--- config.mk ---
export PLATFORM = sky130hd
export DESIGN_NAME = dmp_ctrl
export DESIGN_NICKNAME = d
export VERILOG_FILES = /design/src/rtl/riscv_pkg.sv /design/src/rtl/dmp_outstanding_cnt.sv /design/src/rtl/dmp_ctrl.sv
export SDC_FILE = /design/constraint.sdc
export NUM_CORES = 1
export LEC_CHECK = 0
export ABC_AREA = 1
export CAP_MARGIN = 25
export CORE_AREA = 2 2 105 107
export CTS_CLUSTER_SIZE = 24
export DETAILED_ROUTE_END_ITERATION = 7
export DIE_AREA = 0 0 107 109
export GPL_TIMING_DRIVEN = 1
export HOLD_SLACK_MARGIN = 0.15
export PLACE_DENSITY = 0.82
export REMOVE_ABC_BUFFERS = 1
export SYNTH_ARGS = -nofsm -noshare
export SYNTH_HDL_FRONTEND = slang
export SYNTH_SLANG_ARGS = --single-unit
--- constraint.sdc ---
create_clock -name clk_i -period 2.86 [get_ports clk_i]
set_input_delay 0.715 -clock clk_i [delete_from_list [all_inputs] [get_ports clk_i]]
set_output_delay 0.715 -clock clk_i [all_outputs]
set_load 0.05 [all_outputs]
--- src/rtl/riscv_pkg.sv ---
// Shared DMP types: domain encoding, per-entry config byte, domain-switch FSM states.
package riscv;

  typedef enum logic [1:0] {
    DOM0 = 2'd0,
    DOM1 = 2'd1,
    DOM2 = 2'd2,
    DOMI = 2'd3
  } dmp_domain_t;

  // One config byte per entry: [7] lock, [6:2] reserved (read as zero), [1:0] domain.
  typedef struct packed {
    logic        lock;
    logic [4:0]  rsvd;
    dmp_domain_t dom;
  } dmpcfg_t;

  localparam int DMP_ENTRIES_PER_CSR = 8;

  typedef enum logic [1:0] {
    SW_IDLE   = 2'd0,
    SW_DRAIN  = 2'd1,
    SW_COMMIT = 2'd2
  } dmp_sw_state_t;

endpackage

--- src/rtl/dmp_outstanding_cnt.sv ---
// Saturating in-flight memory access counter with a sticky overflow/underflow flag.
// zero_next_o looks ahead one edge so the switch FSM can commit on the last retire.
module dmp_outstanding_cnt #(
  parameter int MAX_OUTSTANDING = 8,
  localparam int CNT_W = $clog2(MAX_OUTSTANDING + 1)
) (
  input  logic clk_i,
  input  logic rst_ni,
  input  logic issue_i,
  input  logic retire_i,
  output logic zero_next_o,
  output logic err_o
);

  logic [CNT_W-1:0] cnt_q;
  logic [CNT_W-1:0] cnt_next;
  logic             err_q;
  logic             err_next;

  always_comb begin
    cnt_next = cnt_q;
    err_next = err_q;
    if (issue_i && !retire_i) begin
      if (cnt_q == CNT_W'(MAX_OUTSTANDING)) begin
        err_next = 1'b1;
      end else begin
        cnt_next = cnt_q + 1'b1;
      end
    end else if (retire_i && !issue_i) begin
      if (cnt_q == '0) begin
        err_next = 1'b1;
      end else begin
        cnt_next = cnt_q - 1'b1;
      end
    end
  end

  always_ff @(posedge clk_i or negedge rst_ni) begin
    if (!rst_ni) begin
      cnt_q <= '0;
      err_q <= 1'b0;
    end else begin
      cnt_q <= cnt_next;
      err_q <= err_next;
    end
  end

  assign zero_next_o = (cnt_next == '0);
  assign err_o       = err_q;

endmodule

--- src/rtl/dmp_ctrl.sv ---
// DMP configuration registers plus fenced execution-domain switching for the PMP/DMP checker.
// Optional feature: define DMP_LOCK_EN to make config bit 7 a sticky per-entry lock.
module dmp_ctrl
  import riscv::*;
#(
  parameter int NR_ENTRIES      = 16,
  parameter int XLEN            = 64,
  parameter int MAX_OUTSTANDING = 8,
  localparam int N_CSR          = NR_ENTRIES / DMP_ENTRIES_PER_CSR,
  localparam int CSR_IDX_W      = (N_CSR > 1) ? $clog2(N_CSR) : 1
) (
  input  logic                      clk_i,
  input  logic                      rst_ni,
  input  logic                      csr_we_i,
  input  logic [CSR_IDX_W-1:0]      csr_idx_i,
  input  logic [XLEN-1:0]           csr_wdata_i,
  output logic [XLEN-1:0]           csr_rdata_o,
  input  logic                      switch_req_i,
  input  logic [1:0]                switch_dom_i,
  output logic                      switch_busy_o,
  output logic                      switch_ack_o,
  input  logic                      mem_issue_i,
  input  logic                      mem_retire_i,
  output logic                      stall_o,
  output logic                      err_o,
  output logic [1:0]                expdom_o,
  output dmpcfg_t [NR_ENTRIES-1:0]  dmpconf_o
);

  // Reserved and (without locking) bit 7 of each byte are intentionally dropped.
  logic unused_wdata;
  assign unused_wdata = ^csr_wdata_i;

  logic [XLEN-1:0] rd_acc [NR_ENTRIES+1];
  assign rd_acc[0] = '0;

  for (genvar gi = 0; gi < NR_ENTRIES; gi++) begin : g_entry
    localparam int CSR_SEL = gi / DMP_ENTRIES_PER_CSR;
    localparam int BYTE_SEL = gi % DMP_ENTRIES_PER_CSR;

    logic        hit;
    dmp_domain_t dom_reg;
    logic        lock_reg;

    assign hit = csr_we_i && (csr_idx_i == CSR_IDX_W'(CSR_SEL));

`ifdef DMP_LOCK_EN
    always_ff @(posedge clk_i or negedge rst_ni) begin
      if (!rst_ni) begin
        dom_reg  <= DOMI;
        lock_reg <= 1'b0;
      end else if (hit && !lock_reg) begin
        dom_reg  <= dmp_domain_t'(csr_wdata_i[8*BYTE_SEL +: 2]);
        lock_reg <= csr_wdata_i[8*BYTE_SEL + 7];
      end
    end
`else
    always_ff @(posedge clk_i or negedge rst_ni) begin
      if (!rst_ni) begin
        dom_reg <= DOMI;
      end else if (hit) begin
        dom_reg <= dmp_domain_t'(csr_wdata_i[8*BYTE_SEL +: 2]);
      end
    end
    assign lock_reg = 1'b0;
`endif

    assign dmpconf_o[gi] = '{lock: lock_reg, rsvd: 5'b0, dom: dom_reg};

    // Out-of-range indices match no entry, so they read as zero.
    assign rd_acc[gi+1] = rd_acc[gi] |
        ((csr_idx_i == CSR_IDX_W'(CSR_SEL)) ? (XLEN'(dmpconf_o[gi]) << (8 * BYTE_SEL)) : '0);
  end

  assign csr_rdata_o = rd_acc[NR_ENTRIES];

  logic cnt_zero_next;

  dmp_outstanding_cnt #(
    .MAX_OUTSTANDING(MAX_OUTSTANDING)
  ) u_cnt (
    .clk_i       (clk_i),
    .rst_ni      (rst_ni),
    .issue_i     (mem_issue_i),
    .retire_i    (mem_retire_i),
    .zero_next_o (cnt_zero_next),
    .err_o       (err_o)
  );

  dmp_sw_state_t state_q;
  dmp_domain_t   target_q;
  dmp_domain_t   expdom_q;
  logic          ack_q;
  logic          busy_q;

  // expdom only moves on the DRAIN->COMMIT edge, after in-flight accesses have drained.
  always_ff @(posedge clk_i or negedge rst_ni) begin
    if (!rst_ni) begin
      state_q  <= SW_IDLE;
      target_q <= DOMI;
      expdom_q <= DOMI;
      ack_q    <= 1'b0;
      busy_q   <= 1'b0;
    end else begin
      case (state_q)
        SW_IDLE: begin
          ack_q <= 1'b0;
          if (switch_req_i) begin
            target_q <= dmp_domain_t'(switch_dom_i);
            state_q  <= SW_DRAIN;
            busy_q   <= 1'b1;
          end
        end
        SW_DRAIN: begin
          if (cnt_zero_next) begin
            expdom_q <= target_q;
            ack_q    <= 1'b1;
            state_q  <= SW_COMMIT;
          end
        end
        SW_COMMIT: begin
          ack_q   <= 1'b0;
          busy_q  <= 1'b0;
          state_q <= SW_IDLE;
        end
        default: begin
          ack_q   <= 1'b0;
          busy_q  <= 1'b0;
          state_q <= SW_IDLE;
        end
      endcase
    end
  end

  assign switch_ack_o  = ack_q;
  assign switch_busy_o = busy_q;
  assign stall_o       = busy_q;
  assign expdom_o      = expdom_q;

endmodule

==> flow_summary.yaml, run 1 <==
run_status:
  status: "finished clean"
grt:
  grt.total_usage_pct: 10.4
  first_global_vias: 1943
  grt.overflow.total: 0
  grt_pass1_wl_mm: 9.45
  antenna_found_initial: 1
  grt_max_degree: 29
worst_hold_path:
  holdCritPathClass: "input port to asynchronous set/reset pin"
timing:
  post-route-period-util_pct: 89.1
  setup_tns_ns: 0
  grt_setup_unrepaired: "no"
  min_period_ns: 2.55
  setup_violations: 0
  finalMaxSlewViolations: 0
  tightest_slew_ns: 0.630
  fin_skew_ns: 0.00453
  max_slew_margin_pct: 58.0
  finalHoldViolations: 0
  max_freq_mhz: 392
worst_setup_path:
  start_kind: "input port"
  crit_required_ns: 2.14
  worstPathMaxFanout: 12
  critical_path_class: "input port to primary output"
  end_kind: "primary output"
  cp_data_arrival_time_ns: 1.83
clock_tree:
  numCtsBuffers: 5
  clock_sinks: 45
  postCtsSetupBuffers: 0
  path_clk_slew_ns: 0.09
  worstSkewPairLatency_ns: 0.29
  clockRootBuffer: "clkbuf_8"
  cts_tree: "built"
  cts-resized-gates: 0
  clk_path_buf_depth: 2
  cts_hold_buffers: 0
  cts_max_level: 2
floorplanning:
  start_util_pct: 30.4
  ios: 271
  dieArea_um2: 11700
  rows: 38
  core_um2: 10600
  die_w_um: 107
  fp.dieH_um: 109
routing:
  drc_errors: 0
  vias_per_cell: 3.61
  dr_total_vias: 2268
  drt-total-wl_mm: 6.18
  first_pass_iters: 4
  ant_nets: 0
  wire_per_inst_um: 9.83
  drt-initial-drc-count: 102
power_and_ir_drop:
  total_power_mw: 2.97
  powerDensity_nw_per_um2: 800
  power_leakage_nw: 1.95
  max-vdd-ir-drop_uv: 297
placement:
  gp_congestion: 0.803
  dp_hpwl_mm: 4.98
  port_buffers: 78
layout:
  area_growth_pct: 15.2
  nNetsFinal: 563
  diodes: 0
  fillers: 1114
  largest_register_ff_count: 32
  drive_gt1_share_pct: 17.4
yosys:
  synth_area_um2: 3230
  ys_types: 22
  netlist_instances: 405
  ys_seq_area_share_pct: 36.3
  synth.ff_latch_count: 45
  ys.warnings.count: 0
  postSynthAreaPerCell_um2: 7.97
flow_run:
  maxCapViolations: 0
==> kinds of logic after synthesis <==
| family | Yosys count | synth area share (%) |
|---|---|---|
| AOI/OAI and AO/OA | 35 | 5.43 |
| xor gates and xnor gates | 2 | 0.543 |
| adders and majority gates | 2 | 0.775 |
| buffers and inverters | 184 | 38.4 |
| DFF | 45 | 36.3 |
| muxes | 2 | 0.698 |
| other | 1 | 0.116 |
| and+or+nand+nor | 134 | 17.8 |
==> worst max-delay path, cell delays in order <==
cell             delay [ns]
clkdlybuf4s50_1        0.51
clkinv_1               0.09
buf_4                  0.20
nand2_1                0.08
nand2_1                0.05
buf_4                  0.18
==> layer usage <==
metal	share of wire [%]	vias up	global-route usage, %	wire length [um]
li1	-	1112	-	-
met1	40	1032	12.1	2440
met2	53	114	18.6	3250
met3	6.2	8	2.21	382
met4	1.5	2	3.99	94
met5	0.21	-	0	13
==> final timing paths <==
check,from,endpoint,slack (ns),depth (start not counted)
max,csr_idx_i,csr_rdata_o[56],0.31,6
min,rst_ni,state_q[0],0.43,1
max reg2reg,u_cnt.cnt_q[0],switch_ack_o,1.18,11
min reg2reg,expdom_o[1],expdom_o[1],0.47,2
max in group asynchronous,rst_ni,g_entry[15].dom_reg[1],1.68,2
min in group clk_i,expdom_o[1],expdom_o[1],0.47,2
==> per-stage QoR <==
stage | hold slack (ns) | setup slack [ns] | cell area, um^2 | util, % | cells
6_report | 0.428 | 0.311 | 3720 | 35.1 | 629
5_1_grt | 0.450 | 0.222 | 3720 | 35.1 | 629
4_1_cts | 0.445 | 0.296 | 3720 | 35.1 | 629
3_5_place_dp | 0.465 | 0.302 | 3620 | 34.1 | 621
3_3_place_gp | 0.460 | 0.309 | 3620 | 34.1 | 621
2_1_floorplan | 0.419 | 0.767 | 2640 | - | 394
==> synthesized netlist by cell type <==
library cell	n	area [um^2]
buf_4	145	1090
nand2_1	106	398
dfstp_2	36	946
o21ai_0	34	170
inv_1	27	101
dfrtp_1	9	225
nand2_2	7	43.8
nand3_1	7	35.0
nor2_1	6	22.5
clkbuf_1	5	18.8
nor2_4	4	45.0
buf_2	3	15.0
nand4_1	3	18.8
ha_1	2	25.0
inv_2	2	7.51
mux2_2	2	22.5
xor2_1	2	17.5
a21oi_1	1	5.00
buf_1	1	3.75
clkinv_1	1	3.75
conb_1	1	3.75
nand3_2	1	10.0
==> final cells by class <==
class                           instances  area [um^2]  share of cell area (%)
Tap cell                              140          175                    4.71
Inverter                               30          113                    3.03
Clock inverter                          1         5.00                   0.135
Multi-Input combinational cell        319         1350                    36.4
Sequential cell                        45         1170                    31.5
Timing Repair Buffer                   87          803                    21.6
Clock buffer                            7         97.6                    2.62
==> power by group <==
part / internal [mW] / switching [mW]
sequential: 0.839 / 0.110
clock: 0.224 / 0.213
combinational: 0.392 / 1.20
==> cells in the final DEF (no fill, tap or decap), types with 2 or more instances in the layout <==
cell type,count
clkdlybuf4s50_1,61
o21ai_0,34
dfrtp_1,9
ha_1,2
nand2_1,106
inv_1,27
conb_1,144
mux2_2,2
nand2_2,7
inv_2,2
clkbuf_8,5
nor2_1,6
buf_4,25
xor2_1,2
dfstp_2,36
nand4_1,3
nor2_4,4
nand3_1,7
(Power assumes the default switching activity.)
==> run 2, diff against run 1 <==
--- a/config.mk
+++ b/config.mk
@@ -13,6 +13,7 @@
 export DIE_AREA = 0 0 107 109
 export GPL_TIMING_DRIVEN = 1
 export HOLD_SLACK_MARGIN = 0.15
+export MAX_ROUTING_LAYER = met4
 export PLACE_DENSITY = 0.82
 export REMOVE_ABC_BUFFERS = 1
 export SYNTH_ARGS = -nofsm -noshare
==> flow_summary.yaml, run 2 (synthesis gave the netlist of run 1 again) <==
timing:
  fin_skew_ns: 0.00444
  min_period_ns: 2.54
  tightest_slew_ns: 0.630
  grt_setup_unrepaired: "no"
  whs_ns: 0.428
  final.setup.worst_slack_ns: 0.315
  finalMaxSlewViolations: 0
  finalHoldViolations: 0
  setup_violations: 0
  max_slew_margin_pct: 58.0
  setup_tns_ns: 0
  post-route-period-util_pct: 89.0
  max_freq_mhz: 393
floorplanning:
  core_um2: 10600
  die_w_um: 107
  start_util_pct: 30.4
  fp.dieH_um: 109
  dieArea_um2: 11700
  ios: 271
  rows: 38
worst_setup_path:
  startpoint: "csr_idx_i"
  worstPathMaxFanout: 12
  cp-endpoint: "csr_rdata_o[56]"
  cp_data_arrival_time_ns: 1.83
  end_kind: "primary output"
  critical_path.max_stage_delay_ns: 0.51
  crit_required_ns: 2.14
  path_cells: "clkdlybuf4s50_1 > clkinv_1 > buf_4 > nand2_1 > nand2_1 > buf_4"
  r2r_start: "u_cnt.cnt_q[0]"
  r2r_slack_ns: 1.17
  cp_slowest_cell: "clkdlybuf4s50_1"
  critical_path_class: "input port to primary output"
  start_kind: "input port"
  reg2reg_to: "switch_ack_o"
  r2r_cells: 11
power_and_ir_drop:
  max-vdd-ir-drop_uv: 297
  total_power_mw: 2.98
  power_leakage_nw: 1.95
  powerDensity_nw_per_um2: 800
clock_tree:
  path_clk_slew_ns: 0.09
  clockRootBuffer: "clkbuf_8"
  worstSkewPairLatency_ns: 0.29
  clock_sinks: 45
  clk_path_buf_depth: 2
  cts_max_level: 2
  cts_tree: "built"
  numCtsBuffers: 5
  cts-resized-gates: 0
  cts_hold_buffers: 0
  postCtsSetupBuffers: 0
placement:
  placed_area_um2: 3620
  dp_hpwl_mm: 4.98
  gp_congestion: 0.815
  port_buffers: 78
  pre_cts_slack_ns: 0.302
  dp_cells: 621
grt:
  grt.total_usage_pct: 10.7
  grt_max_degree: 29
  first_global_vias: 1945
  grt_pass1_wl_mm: 9.45
  use_met1_pct: 12.1
  gr-usage-met2_pct: 18.6
  use_met3_pct: 2.21
  grt-busiest-layer: "met2"
  antenna_found_initial: 1
  grt.overflow.total: 0
layout:
  area_growth_pct: 15.3
  fin_util_pct: 35.1
  largest_register_ff_count: 32
  final_common_cell: "conb_1"
  postLayoutCellArea_um2: 3720
  fillers: 1115
  final_cells: 630
  nNetsFinal: 563
  final_cell_mix: "conb_1, nand2_1, clkdlybuf4s50_1"
  drive_gt1_share_pct: 17.4
routing:
  wire_per_inst_um: 9.87
  vias_per_cell: 3.61
  drt-initial-drc-count: 103
  drc_errors: 0
  drt-total-wl_mm: 6.22
  dr_total_vias: 2275
  ant_nets: 0
  first_pass_iters: 4
worst_hold_path:
  holdCritPathClass: "input port to asynchronous set/reset pin"
run_status:
  status: "finished clean"
flow_run:
  maxCapViolations: 0
run 2: worst max-delay path: cells and delay by family:
family,cells,cell delay (ns)
buf+inv,4,0.98
simple gates,2,0.13
run 2: how the worst min path moves through the flow:
stage                startpoint           to  slack, ns  cells past startpoint
detailed placement  expdom_o[1]  expdom_o[1]       0.47                      2
global route             rst_ni   state_q[0]       0.45                      1
floorplan                rst_ni      stall_o       0.42                      0
finish                   rst_ni   state_q[0]       0.43                      1
global placement    expdom_o[1]  expdom_o[1]       0.46                      2
CTS                      rst_ni   state_q[0]       0.45                      1
run 2: per-layer routing:
metal  wire, um  vias up
met3        403        6
met4         95        0
met1       2460     1038
met2       3260      119
li1           -     1112
met5          0        -
run 2: cell type report:
class                           instances  area (um^2)  area share (%)
Timing Repair Buffer                   87          803            21.6
Clock inverter                          1         5.00           0.134
Tap cell                              140          175            4.71
Clock buffer                            7         97.6            2.62
Antenna cell                            1         2.50          0.0672
Inverter                               30          113            3.03
Sequential cell                        45         1170            31.5
Multi-Input combinational cell        319         1350            36.4
run 2: where the power goes:
group          internal (mW)  switching (mW)  leakage, nW
logic                  0.392            1.20         1.41
clock network          0.224           0.215       0.0534
registers              0.839           0.110        0.486
total                   1.46            1.52         1.95
